[config.mk]
export PLATFORM = sky130hd
export DESIGN_NAME = fetch_queue
export DESIGN_NICKNAME = d
export VERILOG_FILES = /design/src/rtl/fetch_queue.sv
export SDC_FILE = /design/constraint.sdc
export NUM_CORES = 1
export LEC_CHECK = 0
export CORE_ASPECT_RATIO = 0.5
export CORE_MARGIN = 4
export CORE_UTILIZATION = 45
export CTS_CLUSTER_SIZE = 20
export DETAILED_ROUTE_END_ITERATION = 10
export PLACE_DENSITY = 0.74
export SYNTH_ARGS = -nofsm -noshare
export SYNTH_HDL_FRONTEND = slang
export SYNTH_SLANG_ARGS = --single-unit
[constraint.sdc]
create_clock -name clk -period 4.6 [get_ports clk]
set_clock_uncertainty 0.05 [all_clocks]
set_input_delay 0.69 -clock clk [delete_from_list [all_inputs] [get_ports clk]]
set_output_delay 0.69 -clock clk [all_outputs]
set_load 0.02 [all_outputs]
[src/rtl/fetch_queue.sv]
// Instruction-fetch front end: owns the PC, issues single-cycle-latency RAM reads and
// queues returned instructions with their PC for decode over a valid/ready handshake.
module fetch_queue #(
   parameter int unsigned AW    = 8,
   parameter int unsigned IW    = 16,
   parameter int unsigned STEP  = 2,
   parameter int unsigned DEPTH = 2
) (
   input  logic          clk,
   input  logic          reset,
   output logic          mem_rd,
   output logic [AW-1:0] mem_addr,
   input  logic [IW-1:0] mem_data,
   output logic          ins_valid,
   input  logic          ins_ready,
   output logic [IW-1:0] ins_data,
   output logic [AW-1:0] ins_pc,
   input  logic          redirect,
   input  logic [AW-1:0] redirect_pc,
   input  logic          halt,
   output logic          halted,
   output logic [AW-1:0] pc
);

   localparam int unsigned PtrW = $clog2(DEPTH);
   localparam int unsigned CntW = PtrW + 1;

   typedef enum logic [0:0] {StRun, StHalt} state_e;

   state_e            r_state, w_state_nxt;
   logic [AW-1:0]     r_pc;
   logic [AW-1:0]     r_rsp_pc;
   logic              r_inflight;
   logic              r_halted;
   logic [PtrW-1:0]   r_wptr, r_rptr;
   logic [CntW-1:0]   r_count;
   logic [IW-1:0]     r_mem_data [DEPTH];
   logic [AW-1:0]     r_mem_pc   [DEPTH];

   logic              w_push, w_pop, w_issue;
   logic [CntW-1:0]   w_used;

   always_comb begin
      w_state_nxt = r_state;
      if (redirect) begin
         w_state_nxt = StRun;
      end else if (r_state == StRun && halt) begin
         w_state_nxt = StHalt;
      end
   end

   assign ins_valid = (r_count != '0);
   assign w_pop     = ins_valid && ins_ready;
   // A redirect discards the response returning in the same cycle.
   assign w_push    = r_inflight && !redirect;
   // Slots claimed by queued and in-flight words, crediting back a same-cycle pop.
   assign w_used    = r_count + CntW'(r_inflight) - CntW'(w_pop);
   assign w_issue   = !reset && (r_state == StRun) && !redirect && (w_used < CntW'(DEPTH));

   assign mem_rd    = w_issue;
   assign mem_addr  = r_pc;
   assign pc        = r_pc;
   assign halted    = r_halted;
   assign ins_data  = r_mem_data[r_rptr];
   assign ins_pc    = r_mem_pc[r_rptr];

   always_ff @(posedge clk) begin
      if (reset) begin
         r_state    <= StRun;
         r_pc       <= '0;
         r_rsp_pc   <= '0;
         r_inflight <= 1'b0;
         r_halted   <= 1'b0;
         r_wptr     <= '0;
         r_rptr     <= '0;
         r_count    <= '0;
      end else begin
         r_state    <= w_state_nxt;
         r_inflight <= w_issue;
         r_halted   <= (w_state_nxt == StHalt) && !w_issue;
         if (redirect) begin
            r_pc <= redirect_pc;
         end else if (w_issue) begin
            r_pc <= r_pc + AW'(STEP);
         end
         if (w_issue) begin
            r_rsp_pc <= r_pc;
         end
         if (redirect) begin
            r_wptr  <= '0;
            r_rptr  <= '0;
            r_count <= '0;
         end else begin
            if (w_push) begin
               r_wptr <= r_wptr + PtrW'(1);
            end
            if (w_pop) begin
               r_rptr <= r_rptr + PtrW'(1);
            end
            r_count <= r_count + CntW'(w_push) - CntW'(w_pop);
         end
      end
   end

   always_ff @(posedge clk) begin
      if (!reset && w_push) begin
         r_mem_data[r_wptr] <= mem_data;
         r_mem_pc[r_wptr]   <= r_rsp_pc;
      end
   end

endmodule

==> results by group <==
Outcome
  • Status: finished clean

Logic synthesis
  • Synthesized cell area: 2910 um2
  • Post-synthesis xor/xnor area fraction: 1.51%
  • Synth Area in Adders: 0.861%
  • Avg Cell Area, Syn: 13.9 um2
  • Syn nets: 240
  • #FFs+latches synth: 72
  • Count of cell types in the netlist: 35
  • Most frequent cell after synthesis: edfxtp_1
  • Post-synthesis cell count: 209
  • Compound-Gate Fraction of Synth Area: 9.09%
  • Area contributors post-synth: edfxtp_1 50%, dfxtp_1 17%, mux2_2 9.3%
  • Share of the synthesized area in the top cell type: 49.6%
  • Sequential share of the synthesized area: about two thirds
  • Post-synthesis mux area share: 9.65%
  • Synth Flop Type: edfxtp_1
  • Synth warnings: 0
  • Post-synth EDFFs: 48
  • Fraction of registers with async set or reset after synthesis: 0%
  • Commonest cells in the netlist: 48 x edfxtp_1, 24 x dfxtp_1, 24 x mux2_2
  • Largest area contributor in the netlist: edfxtp_1
  • Main combinational cell family by area after synthesis: multiplexers
  • Simple-gate share of the synthesized area: under 10%

Global route
  • Pin count of the biggest net entering global routing: 25
  • Tot GR Track Use: between 10% and 20%
  • Global-route wire length before repair: 9200 um
  • Initial antenna violation count: 0
  • Number of global-route vias before repair: just under 2000
  • GRT overflow: 0

Power and ir drop
  • Peak VDD IR: 0.000217 V
  • Pleak: 1.31 nW
  • Internal power: roughly 1.1 mW
  • Switching power summed over all nets: 304 uW
  • Flop pwr share: a little under 50%
  • Sw Share: 21.0%
  • Combinational power share: 8.3%
  • Pwr dens: 372 nW/um2
  • Clock share of power: about two fifths

Floorplan
  • Initial Util: 47.2%
  • Overall die width: 122 um
  • # IOs: 72
  • Die area: 7880 um2
  • Die Y: 64.8 um
  • Core Area: 6160 um2
  • FP Rows: 20

Clocking
  • Hold-fix buffers, CTS: 0
  • Post-CTS Setup Repair Bufs: 0
  • Register clock-pin slew on the reported worst setup and hold paths: 0.05 ns
  • Clk Tree Root Cell: clkbuf_16
  • CTS Buffer Depth: 2
  • Htree depth: 3
  • Post-cts sizing count: 0
  • Clock Sinks: just over 70
  • Worst skew pair latency: ~0.32 ns
  • Num CTS Buffers: 9
  • CTS tree: done

Final layout
  • Share of layout cells above drive strength 1: 17.1%
  • # fillers: a little under 500
  • Final Instance Area: 3900 um2
  • Layout Nets: 307
  • Area delta synth->final: 34.1%
  • ANT cells: 0

Route
  • DRC viols: 0
  • WL/cell: 15.2 um
  • Final ANT Viol Nets: 0
  • Via count: about 1900
  • DRT iter0 DRCs: between 100 and 150
  • Drt first pass iters: 4
  • DR vias/cell: 5.11
  • Post-Route WL: 5620 um

STA
  • Final min period: ~3.4 ns
  • Setup Viol. Count Final: 0
  • Worst-Margin Slew: 1.04 ns
  • Fmax: 0.296 GHz
  • Max Transition Viols Final: 0
  • RSZ-0062 raised after global routing: false
  • Hold Fails Final Rpt: 0
  • Setup TNS: 0 ns
  • Worst slew margin: 30.6%
  • Crit share post-route: 73.4%

Worst setup path
  • Crit path capture type: output port
  • Worst setup SP type: input pin
  • Worst endpoint required time: 3.86 ns
  • Reg2Reg Depth: 5
  • CP Data Arrival Time: around 2.6 ns
  • Crit path kind: in -> out
  • CP max FO: 12

Place
  • HPWL Detailed: roughly 3800 um
  • Number of port buffers: 71
  • Placed cell areas: 3630 um2
  • Gpl congestion: 0.749

Min path
  • Worst hold path depth: 0
  • Worst Hold Class: reg -> reg

Run
  • Max Cap Viol: 0
==> sequential cells by signal (all words and copies together) (netlist names), named ones only <==
register    count
r_mem_data     32
r_state         1
r_count         2
halted          1
mem_addr        8
r_mem_pc       16
r_wptr          1
r_rptr          1
r_inflight      1
r_rsp_pc        8
==> logic make-up (layout without fill, tap and decap cells) <==
group / after synthesis / count (layout)
DFF: 72 / 72
muxes: 25 / 25
adders and majority gates: 2 / 2
buffers and inverters: 23 / 95
and+or+nand+nor: 43 / 43
xor gates and xnor gates: 5 / 5
AOI/OAI and AO/OA: 39 / 39
==> stage by stage <==
stage / setup WS, ns / hold WS [ns] / total power [mW] / utilization (%) / std cells
3_5_place_dp: 1.24 / 0.390 / 0.855 / 58.9 / 353
3_3_place_gp: 1.27 / 0.382 / 0.851 / 58.9 / 353
6_report: 1.22 / 0.411 / 1.45 / 63.3 / 369
4_1_cts: 1.22 / 0.402 / 1.46 / 63.3 / 369
5_1_grt: 1.13 / 0.429 / 1.50 / 63.3 / 369
2_1_floorplan: 1.93 / 0.369 / 0.795 / - / 209
==> placed cells by master, fill, tap and decap left out, drive strengths merged, types with 4 or more instances in the layout <==
cell and n:
clkdlybuf4s50 71, edfxtp 48, mux2 24, dfxtp 24, o21ai 18, nand3 12, clkbuf 12, nor2 10
a21oi 9, or3 5, inv 4, a311oi 4, nor3 4, buf 4
==> final cells by class <==
class | instances | area [um2] | share of cell area (%)
inverters | 4 | 15.0 | 0.385
well taps | 88 | 110 | 2.83
multi-input cells | 114 | 841 | 21.6
clock buffers | 12 | 246 | 6.33
flip-flops and latches | 72 | 1920 | 49.3
repair buffers | 75 | 741 | 19.0
clock inverters | 4 | 21.3 | 0.546
==> worst max-delay path, cell delays in order <==
cell and delay, ns:
clkdlybuf4s50_1 0.47, and4b_1 0.32, a211o_1 0.34, and3_1 0.21, clkdlybuf4s50_1 0.60
==> path summary, 6_finish.rpt <==
kind                    end  slack (ns)   startpoint
max                  mem_rd        1.22    ins_ready
min          r_mem_pc[0][7]        0.41  r_rsp_pc[7]
max reg2reg     mem_addr[7]        2.81   r_inflight
min reg2reg  r_mem_pc[0][7]        0.41  r_rsp_pc[7]
==> layer usage <==
metal | global-route usage [%] | up-vias | wire [um]
li1 | - | 911 | -
met1 | 17.4 | 930 | 2480
met2 | 26.7 | 38 | 2850
met3 | 4.27 | 5 | 223
met4 | 5.87 | 0 | 61
met5 | 0 | - | 0
==> power by group through the flow <==
stage	Sequential (mW)	Combinational [mW]	Clock, mW
2_1_floorplan	0.734	0.0605	0
3_3_place_gp	0.732	0.119	0
3_5_place_dp	0.734	0.121	0
4_1_cts	0.720	0.122	0.620
5_1_grt	0.723	0.129	0.653
6_report	0.721	0.121	0.607
No activity file was read; power rests on OpenSTA's default activity.
